==> src/rtl/usb4_g4_pkg.sv <==
// Shared USB4 Gen4 constants and types for the SLOS PRBS11 generator and receiver.
// The LFSR step lives here so the generator and receiver cannot drift apart.
package usb4_g4_pkg;

    localparam int          LFSR_W     = 11;
    localparam int          OS_CNT_W   = 8;
    localparam int          SLOS_LEN   = 448;
    localparam logic [10:0] SEED_LANE0 = 11'h7FF;
    localparam logic [10:0] SEED_LANE1 = 11'h770;

    typedef enum logic {
        IDLE = 1'b0,
        RUN  = 1'b1
    } state_t;

    // One step of x^11 + x^9 + 1, shifting towards the MSB.
    function automatic logic [LFSR_W-1:0] prbs11Step(input logic [LFSR_W-1:0] cur);
        return {cur[LFSR_W-2:0], cur[10] ^ cur[8]};
    endfunction

endpackage

==> src/rtl/prbs11_gen_g4_if.sv <==
// Scheduler-side bus of the Gen4 SLOS generator; the i_/o_ names are seen from the generator.
interface prbs11_gen_g4_if;
    import usb4_g4_pkg::*;

    logic                i_enable;
    logic                i_start;
    logic                i_stop;
    logic [OS_CNT_W-1:0] i_os_count;
    logic                o_data_out;
    logic                o_data_valid;
    logic                o_os_done;
    logic                o_busy;

    modport master (
        output i_enable, i_start, i_stop, i_os_count,
        input  o_data_out, o_data_valid, o_os_done, o_busy
    );

    modport slave (
        input  i_enable, i_start, i_stop, i_os_count,
        output o_data_out, o_data_valid, o_os_done, o_busy
    );

endinterface

==> src/rtl/prbs11_lfsr.sv <==
// 11-bit PRBS11 register with seed load and shift enables; shared with the Gen4 receiver.
module prbs11_lfsr
    import usb4_g4_pkg::*;
#(
    parameter logic [LFSR_W-1:0] SEED = SEED_LANE0
) (
    input  logic clk,
    input  logic reset,
    input  logic i_load,
    input  logic i_shift,
    output logic o_tap
);

    logic [LFSR_W-1:0] r_lfsr;

    // Load wins over shift so a reseed at an OS boundary never takes an extra step.
    always_ff @(posedge clk or negedge reset) begin
        if (!reset) begin
            r_lfsr <= SEED;
        end else if (i_load) begin
            r_lfsr <= SEED;
        end else if (i_shift) begin
            r_lfsr <= prbs11Step(r_lfsr);
        end
    end

    assign o_tap = r_lfsr[LFSR_W-1];

endmodule

==> src/rtl/prbs11_gen_g4.sv <==
// Gen4 SLOS transmitter: bursts of 448-bit PRBS11 ordered sets, started/stopped by the lane scheduler.
module prbs11_gen_g4
    import usb4_g4_pkg::*;
#(
    parameter bit lane0_lane1    = 1'b1,
    parameter int OS_LEN         = SLOS_LEN,
    parameter bit RESEED_EACH_OS = 1'b0
) (
    input  logic            clk,
    input  logic            reset,
    prbs11_gen_g4_if.slave  bus
);

    localparam logic [LFSR_W-1:0] SEED     = lane0_lane1 ? SEED_LANE0 : SEED_LANE1;
    localparam logic [8:0]        LAST_BIT = 9'(OS_LEN - 1);

    state_t              r_state;
    state_t              w_nextState;
    logic [8:0]          r_bitCnt;
    logic [OS_CNT_W-1:0] r_osCnt;
    logic [OS_CNT_W-1:0] r_osTgt;
    logic                r_stopPend;
    logic                w_lastBit;
    logic                w_accept;
    logic                w_abort;
    logic                w_endBurst;
    logic                w_lfsrLoad;
    logic                w_lfsrShift;
    logic                w_tap;

    assign w_lastBit = (r_state == RUN) && (r_bitCnt == LAST_BIT);

    always_comb begin
        w_nextState = r_state;
        w_accept    = 1'b0;
        w_abort     = 1'b0;
        w_endBurst  = 1'b0;
        unique case (r_state)
            IDLE: begin
                if (bus.i_start && bus.i_enable) begin
                    w_accept    = 1'b1;
                    w_nextState = RUN;
                end
            end
            RUN: begin
                if (!bus.i_enable) begin
                    w_abort     = 1'b1;
                    w_nextState = IDLE;
                end else if (w_lastBit &&
                             (((r_osTgt != '0) && (r_osCnt + 8'd1 == r_osTgt)) ||
                              r_stopPend || bus.i_stop)) begin
                    w_endBurst  = 1'b1;
                    w_nextState = IDLE;
                end
            end
            default: w_nextState = IDLE;
        endcase
    end

    // A stop that arrives on the boundary cycle is consumed by that boundary, not carried over.
    always_ff @(posedge clk or negedge reset) begin
        if (!reset) begin
            r_state    <= IDLE;
            r_bitCnt   <= '0;
            r_osCnt    <= '0;
            r_osTgt    <= '0;
            r_stopPend <= 1'b0;
        end else begin
            r_state <= w_nextState;
            if (w_accept) begin
                r_osTgt    <= bus.i_os_count;
                r_osCnt    <= '0;
                r_bitCnt   <= '0;
                r_stopPend <= 1'b0;
            end else if (r_state == RUN) begin
                if (w_abort) begin
                    r_bitCnt   <= '0;
                    r_stopPend <= 1'b0;
                end else begin
                    r_bitCnt   <= w_lastBit ? 9'd0 : r_bitCnt + 9'd1;
                    r_stopPend <= w_endBurst ? 1'b0 : (r_stopPend | bus.i_stop);
                    if (w_lastBit) begin
                        r_osCnt <= r_osCnt + 8'd1;
                    end
                end
            end
        end
    end

    assign w_lfsrLoad  = (r_state != RUN) || (w_nextState == IDLE) ||
                         (w_lastBit && RESEED_EACH_OS);
    assign w_lfsrShift = (r_state == RUN);

    prbs11_lfsr #(
        .SEED (SEED)
    ) u_lfsr (
        .clk     (clk),
        .reset   (reset),
        .i_load  (w_lfsrLoad),
        .i_shift (w_lfsrShift),
        .o_tap   (w_tap)
    );

    assign bus.o_data_valid = (r_state == RUN);
    assign bus.o_busy       = (r_state == RUN);
    assign bus.o_data_out   = (r_state == RUN) && w_tap;
    assign bus.o_os_done    = w_lastBit && bus.i_enable;

endmodule

==> src/flat_wrapper.sv <==
// flat-port wrapper written by rule: the top's interface ports become plain ports
module prbs11_gen_g4_flat import usb4_g4_pkg::*;
#(
    parameter bit lane0_lane1    = 1'b1,
    parameter int OS_LEN         = SLOS_LEN,
    parameter bit RESEED_EACH_OS = 1'b0
)
  (clk, reset, bus_i_enable, bus_i_start, bus_i_stop, bus_i_os_count, bus_o_data_out, bus_o_data_valid, bus_o_os_done, bus_o_busy);
  prbs11_gen_g4_if bus_i ();
  input  logic clk;
  input  logic reset;
  input wire logic [$bits(bus_i.i_enable)-1:0] bus_i_enable;
  input wire logic [$bits(bus_i.i_start)-1:0] bus_i_start;
  input wire logic [$bits(bus_i.i_stop)-1:0] bus_i_stop;
  input wire logic [$bits(bus_i.i_os_count)-1:0] bus_i_os_count;
  output wire logic [$bits(bus_i.o_data_out)-1:0] bus_o_data_out;
  output wire logic [$bits(bus_i.o_data_valid)-1:0] bus_o_data_valid;
  output wire logic [$bits(bus_i.o_os_done)-1:0] bus_o_os_done;
  output wire logic [$bits(bus_i.o_busy)-1:0] bus_o_busy;
  assign bus_i.i_enable = bus_i_enable;
  assign bus_i.i_start = bus_i_start;
  assign bus_i.i_stop = bus_i_stop;
  assign bus_i.i_os_count = bus_i_os_count;
  assign bus_o_data_out = bus_i.o_data_out;
  assign bus_o_data_valid = bus_i.o_data_valid;
  assign bus_o_os_done = bus_i.o_os_done;
  assign bus_o_busy = bus_i.o_busy;
  prbs11_gen_g4 #(.lane0_lane1(lane0_lane1), .OS_LEN(OS_LEN), .RESEED_EACH_OS(RESEED_EACH_OS)) u_core (.clk(clk), .reset(reset), .bus(bus_i));
endmodule
==> config.mk <==
export PLATFORM = sky130hd
export DESIGN_NAME = prbs11_gen_g4_flat
export DESIGN_NICKNAME = d
export VERILOG_FILES = /design/src/rtl/usb4_g4_pkg.sv /design/src/rtl/prbs11_gen_g4_if.sv /design/src/rtl/prbs11_lfsr.sv /design/src/rtl/prbs11_gen_g4.sv /design/src/flat_wrapper.sv
export SDC_FILE = /design/constraint.sdc
export NUM_CORES = 1
export LEC_CHECK = 0
export ABC_CLOCK_PERIOD_IN_PS = 3950
export CORE_ASPECT_RATIO = 0.7
export CORE_MARGIN = 1.5
export CORE_UTILIZATION = 35
export DETAILED_ROUTE_END_ITERATION = 12
export GPL_TIMING_DRIVEN = 0
export PLACE_DENSITY_LB_ADDON = 0.15
export SETUP_SLACK_MARGIN = 0.2
export SYNTH_ARGS = -nofsm -noshare
export SYNTH_HDL_FRONTEND = slang
export SYNTH_SLANG_ARGS = --single-unit
==> constraint.sdc <==
create_clock -name clk -period 3.95 [get_ports clk]
set_clock_uncertainty 0.2 [all_clocks]
set_input_delay 0.9875 -clock clk [delete_from_list [all_inputs] [get_ports clk]]
set_output_delay 0.9875 -clock clk [all_outputs]
set_load 0.01 [all_outputs]
* Word-level counts from Yosys, hierarchy flattened
Index checks and enable logic that the tools add are counted.
Storage, ports and cells: bits in registers 38, bits of input ports 13, output and inout bits 4
Operators by class: add/subtract/negate cells 2, equal/unequal tests 3, muxes and demuxes 24, bitwise logic cells 4, reductions and logical operators 14
Operator list (count):
- 9-bit two-way mux | 4
- 8-bit two-way mux | 4
- 11-bit two-way mux | 2
- 1-bit two-way mux | 13
- 9-bit by 1-bit adder with 9-bit output, second input constant | 1
- 9-bit == test, second input constant | 1
- 8-bit by 1-bit adder with 8-bit output, second input constant | 1
- 8-bit == test | 1
- 8-bit nonzero test | 1
- 1-bit logical AND | 6
- 2-bit nonzero test | 3
- 1-bit logical OR | 3
- 3-bit AND reduction | 1
- 2-bit by 1-bit inequality test with 1-bit output, second input constant | 1
- 1-bit inverter | 2
- 1-bit one-hot mux with 2 select lines | 1
- 1-bit OR | 1
- 1-bit bitwise XOR | 1

* Longest topological paths before layout
Gate-level depths: netlist of run 1.
depth after elaboration 13, gate-level depth with buffers 8

* Cells and area by module
Synthesis of run 1 repeated with hierarchy kept, for this count alone.
Unflattened totals: cell total of the unflattened synthesis 226, area, all modules 2078.2 um^2
By module, submodules not included:
- prbs11_gen_g4 | instances 1, cells an instance 189, area each 1606.5 um^2, seq. area each 675.6 um^2
- prbs11_lfsr | instances 1, cells an instance 37, area each 471.7 um^2, seq. area each 289.0 um^2

* Worst setup path after synthesis of run 1
Ideal clock, no wire load.
path kind input to output, from input port bus_i_enable, to output port bus_o_os_done, data arrival time 1467 ps, required time 2763 ps, slack 1296 ps, stages on the path 2, buffers on the path 0, cells stage by stage nand2_1 > nor2_2
On the way: cells in the longest elaborated chain, start to end 1
RTL lines:
- start, declared | RTL line flat_wrapper.sv:12 | input wire logic [$bits(bus_i.i_enable)-1:0] bus_i_enable;
- 1-bit logical AND | RTL line prbs11_gen_g4.sv:107 | assign bus.o_os_done = w_lastBit && bus.i_enable;
- end, declared | RTL line flat_wrapper.sv:18 | output wire logic [$bits(bus_i.o_os_done)-1:0] bus_o_os_done;
Every way passes these cells.

* Worst setup path in the final report of run 1
Same ends and word-level chain as after synthesis.

==> metrics.txt, run 1 <==
# TYPE chip_impl_metric gauge
chip_impl_info{name="status",value="finished clean"} 1
chip_impl_metric{name="layout-drive-gt1-share",unit=""} 0.182
chip_impl_metric{name="powerDensity",unit="mW/mm2"} 375
chip_impl_info{name="setup.worst_path.start_class",value="input port"} 1
chip_impl_metric{name="use_met1",unit=""} 0.195
chip_impl_info{name="post-synth-top-area-cell",value="sky130_fd_sc_hd__dfrtp_1"} 1
chip_impl_metric{name="ys_ff_latch",unit=""} 38
chip_impl_info{name="worst_r2r_startpoint",value="u_core.r_bitCnt[0]$_DFFE_PN0P_"} 1
chip_impl_info{name="tritoncts_clock_tree",value="built"} 1
chip_impl_metric{name="warnings_synthesis",unit=""} 0
chip_impl_metric{name="num_io_pins",unit=""} 17
chip_impl_metric{name="routabilityCongestion",unit=""} 0.755
chip_impl_metric{name="timing.slew.headroom",unit=""} 0.457
chip_impl_metric{name="synth.lib_cells_used.distinct",unit=""} 37
chip_impl_metric{name="power.switching_fraction",unit=""} 0.264
chip_impl_metric{name="power.clock.fraction",unit=""} 0.309
chip_impl_metric{name="drtIter0Drc",unit=""} 50
chip_impl_metric{name="setup_tns",unit="ps"} 0
chip_impl_metric{name="synthesis.instances",unit=""} 173
chip_impl_metric{name="wire_length_of_the_first_global_routing_pass",unit="um"} 6220
chip_impl_metric{name="die_y",unit="um"} 63.8
chip_impl_metric{name="total_leakage_power",unit="uW"} 0.000905
chip_impl_info{name="peak_usage_layer_in_the_global_routing_report",value="met2"} 1
chip_impl_metric{name="worst_ir_drop_vdd",unit="mV"} 0.180
chip_impl_metric{name="synth_sequential_area_ratio",unit=""} 0.523
chip_impl_metric{name="clkLatencyLatePin",unit="ps"} 290
chip_impl_metric{name="h_tree_lvl_count",unit=""} 2
chip_impl_info{name="crit_path_start",value="bus_i_enable"} 1
chip_impl_metric{name="fin_crit",unit="ps"} 3670
chip_impl_metric{name="synth.cell_area",unit="mm2"} 0.00185
chip_impl_metric{name="detailed_place_hpwl",unit="um"} 2450
chip_impl_metric{name="max_cap_violations",unit=""} 0
chip_impl_metric{name="total_of_fill_cells_in_the_finished_design",unit=""} 468
chip_impl_metric{name="initial_core_util",unit=""} 0.376
chip_impl_metric{name="final.setup.worst_slack",unit="ps"} 280
chip_impl_metric{name="grt.met2_usage",unit=""} 0.201
chip_impl_metric{name="setup_ws_pre_cts",unit="ps"} 19.1
chip_impl_metric{name="switchingPower",unit="uW"} 216
chip_impl_metric{name="internal_power",unit="uW"} 602
chip_impl_info{name="synth_most_common_cell",value="sky130_fd_sc_hd__dfrtp_1"} 1
chip_impl_metric{name="timing_hold_violations_final",unit=""} 0
chip_impl_metric{name="grt_resource_usage_total",unit=""} 0.139
chip_impl_metric{name="synthesis.nets",unit=""} 188
chip_impl_metric{name="final_net_count",unit=""} 212
chip_impl_metric{name="count_of_antenna_violating_nets_left_after_detailed_routing",unit=""} 0
chip_impl_metric{name="worst-endpoint-required",unit="ps"} 2760
chip_impl_metric{name="max_freq",unit="MHz"} 273
chip_impl_metric{name="areaGrowthSynthToFinish",unit="%"} 18.2
chip_impl_metric{name="antennaDiodeCount",unit=""} 0
chip_impl_metric{name="synth_top_area_frac",unit=""} 0.366
chip_impl_metric{name="routed_wl",unit="um"} 3470
chip_impl_metric{name="antenna_violations_before_repair",unit=""} 0
chip_impl_metric{name="drt_drc_violations_left",unit=""} 0
chip_impl_metric{name="period_share",unit=""} 0.929
chip_impl_metric{name="timing_max_transition_violations_final",unit=""} 0
chip_impl_info{name="hold_start",value="u_core.u_lfsr.r_lfsr[7]$_DFFE_PN1P_"} 1
chip_impl_metric{name="chipWidth",unit="um"} 89.8
chip_impl_metric{name="gr-total-overflow",unit=""} 0
chip_impl_metric{name="cts_max_path_buffers",unit=""} 2
chip_impl_metric{name="detail_route.wl_per_cell",unit="um"} 13.0
chip_impl_info{name="synth.cells.most_frequent",value="27 x sky130_fd_sc_hd__dfrtp_1, 20 x sky130_fd_sc_hd__nand2_1, 16 x sky130_fd_sc_hd__nor2_1, 16 x sky130_fd_sc_hd__o21ai_0, 12 x sky130_fd_sc_hd__nand2b_1"} 1
chip_impl_metric{name="place.port_buffers",unit=""} 16
chip_impl_metric{name="first_global_vias",unit=""} 1267
chip_impl_metric{name="drt-pass1-iter-count",unit=""} 4
chip_impl_metric{name="layoutNonFillerInstCount",unit=""} 267
chip_impl_metric{name="worstPathArrival",unit="ps"} 2480
chip_impl_metric{name="syn_avg_cell_area",unit="um2"} 10.7
chip_impl_metric{name="numClockSinks",unit=""} 38
chip_impl_metric{name="ys_async_sr_fraction",unit=""} 1.00
chip_impl_info{name="clock_tree.root_cell",value="sky130_fd_sc_hd__clkbuf_8"} 1
chip_impl_metric{name="multi_input_logic_area",unit="um2"} 858
chip_impl_info{name="grt_setup_unrepaired",value="false"} 1
chip_impl_info{name="synthTopCellsByArea",value="sky130_fd_sc_hd__dfrtp_1 37%, sky130_fd_sc_hd__dfstp_2 16%, sky130_fd_sc_hd__mux2_2 4.9%"} 1
chip_impl_metric{name="comb_power_share",unit=""} 0.151
chip_impl_metric{name="area_of_the_die",unit="mm2"} 0.00572
chip_impl_metric{name="transition_time_of_the_tightest_slew_check_pin",unit="ps"} 814
chip_impl_metric{name="rows",unit=""} 21
chip_impl_metric{name="finish.instance_area",unit="mm2"} 0.00218
chip_impl_metric{name="post_dp_cell_area",unit="mm2"} 0.00209
chip_impl_metric{name="cts_buffers",unit=""} 5
chip_impl_metric{name="synth-edff-count",unit=""} 0
chip_impl_metric{name="cts.clk_slew.worst_paths",unit="ps"} 70
chip_impl_info{name="synthFlopType",value="sky130_fd_sc_hd__dfrtp_1"} 1
chip_impl_metric{name="crit_fanout",unit=""} 7
chip_impl_metric{name="fraction_of_power_consumed_by_sequential_logic",unit=""} 0.541
chip_impl_metric{name="dr_total_vias",unit=""} 1299
chip_impl_metric{name="largest_net_degree_at_the_start_of_global_routing",unit=""} 39
chip_impl_metric{name="total_placed_cells_including_tap_cells",unit=""} 258
chip_impl_info{name="endpoint_kind",value="primary output"} 1
chip_impl_metric{name="coreArea",unit="mm2"} 0.00491
chip_impl_info{name="hold_path_class",value="reg -> reg"} 1
chip_impl_metric{name="setup-violations-final",unit=""} 0
chip_impl_metric{name="area_used_by_sequential_logic_in_the_layout",unit="um2"} 965
chip_impl_metric{name="route.detailed.vias_per_inst",unit=""} 4.87
chip_impl_info{name="setup.worst_path.class",value="in -> out"} 1
chip_impl_metric{name="grt.met3_usage",unit=""} 0.0440
final cells by class:
type	count	share of cell area
Buffer	4	0.0126
Clock buffer	6	0.0333
Clock inverter	2	0.00459
Multi-Input combinational cell	131	0.393
Sequential cell	38	0.442
Tap cell	69	0.0396
Timing Repair Buffer	17	0.0745
layer usage:
layer | wire, um | vias up
met5 | 0 | -
met4 | 34 | 0
met3 | 178 | 5
met2 | 1480 | 31
met1 | 1780 | 614
li1 | - | 649
timing repair:
item,in CTS,in global routing
buffers inserted,1,0
endpoints found under the setup margin,1,0
gates resized for setup,1,0
hold buffers,0,0
metrics by stage:
stage	total power (uW)	utilization	hold slack, ps
2_1_floorplan	525	-	256
3_3_place_gp	571	0.426	270
3_5_place_dp	575	0.425	273
4_1_cts	835	0.444	284
5_1_grt	874	0.444	290
6_report	818	0.444	280
final timing paths:
check                                                       to  slack [ps]  depth (start not counted)
setup / recovery                                 bus_o_os_done         280                          4
hold / removal             u_core.u_lfsr.r_lfsr[8]$_DFFE_PN1P_         280                          1
setup reg to reg                   u_core.bus.o_busy$_DFF_PN0_        1710                          7
hold reg to reg            u_core.u_lfsr.r_lfsr[8]$_DFFE_PN1P_         280                          1
max in group asynchronous       u_core.r_bitCnt[4]$_DFFE_PN0P_        2450                          1
min in group asynchronous        u_core.r_osTgt[6]$_DFFE_PN0P_         590                          1
power by group through the flow:
stage	Sequential, uW	Clock (uW)	Combinational [uW]
floorplan	441	0	83.2
global placement	448	0	123
detailed placement	450	0	125
CTS	442	265	127
global route	446	289	138
finish	442	252	123
flip-flops by register name (all words and copies together), names as in the netlist:
signal	cells
u_core.r_bitCnt	9
u_core.r_stopPend	1
u_core.r_osCnt	8
u_core.bus.o_busy	1
u_core.r_osTgt	8
u_core.u_lfsr.r_lfsr	11
kinds of logic (layout without fill, tap and decap cells):
logic type,Yosys count,in the layout,synth area share
buffers and inverters,4,29,0.0149
AOI/OAI and AO/OA,30,30,0.105
adders and majority gates,2,2,0.0136
xor gates and xnor gates,15,15,0.0712
DFF,38,38,0.523
muxes,10,10,0.0597
and+or+nand+nor,74,74,0.213
critical path: stages:
cell                              delay [ps]
sky130_fd_sc_hd__clkdlybuf4s50_1         520
sky130_fd_sc_hd__nand2_1                 240
sky130_fd_sc_hd__nor2_4                  180
sky130_fd_sc_hd__clkdlybuf4s50_1         550
cells in the final DEF, fill, tap and decap left out, types with 3 or more instances in the layout:
cell / netlist / routed
sky130_fd_sc_hd__dfrtp_1: 27 / 27
sky130_fd_sc_hd__nand2_1: 20 / 20
sky130_fd_sc_hd__nor2_1: 16 / 16
sky130_fd_sc_hd__o21ai_0: 16 / 16
sky130_fd_sc_hd__clkdlybuf4s50_1: 0 / 15
sky130_fd_sc_hd__nand2b_1: 12 / 12
sky130_fd_sc_hd__dfstp_2: 11 / 11
sky130_fd_sc_hd__xor2_1: 9 / 9
sky130_fd_sc_hd__mux2_2: 8 / 8
sky130_fd_sc_hd__xnor2_1: 6 / 6
sky130_fd_sc_hd__a21oi_1: 5 / 5
sky130_fd_sc_hd__and3_1: 5 / 5
sky130_fd_sc_hd__clkbuf_8: 0 / 5
sky130_fd_sc_hd__nand3_1: 4 / 4
sky130_fd_sc_hd__nor4_1: 3 / 3
No activity file was read; power rests on OpenSTA's default activity.
==> run 2: changes to the inputs <==
--- a/config.mk
+++ b/config.mk
@@ -16,3 +16,4 @@
 export SYNTH_ARGS = -nofsm -noshare
 export SYNTH_HDL_FRONTEND = slang
 export SYNTH_SLANG_ARGS = --single-unit
+export TNS_END_PERCENT = 100
==> results of run 2 <==
The final DEF is identical to that of run 1; final timing and power are the same.
==> run 3: changes to the inputs <==
--- a/config.mk
+++ b/config.mk
@@ -5,7 +5,6 @@
 export SDC_FILE = /design/constraint.sdc
 export NUM_CORES = 1
 export LEC_CHECK = 0
-export ABC_CLOCK_PERIOD_IN_PS = 3950
 export CORE_ASPECT_RATIO = 0.7
 export CORE_MARGIN = 1.5
 export CORE_UTILIZATION = 35
==> results of run 3 <==
The final DEF is identical to that of run 1; final timing and power are the same.
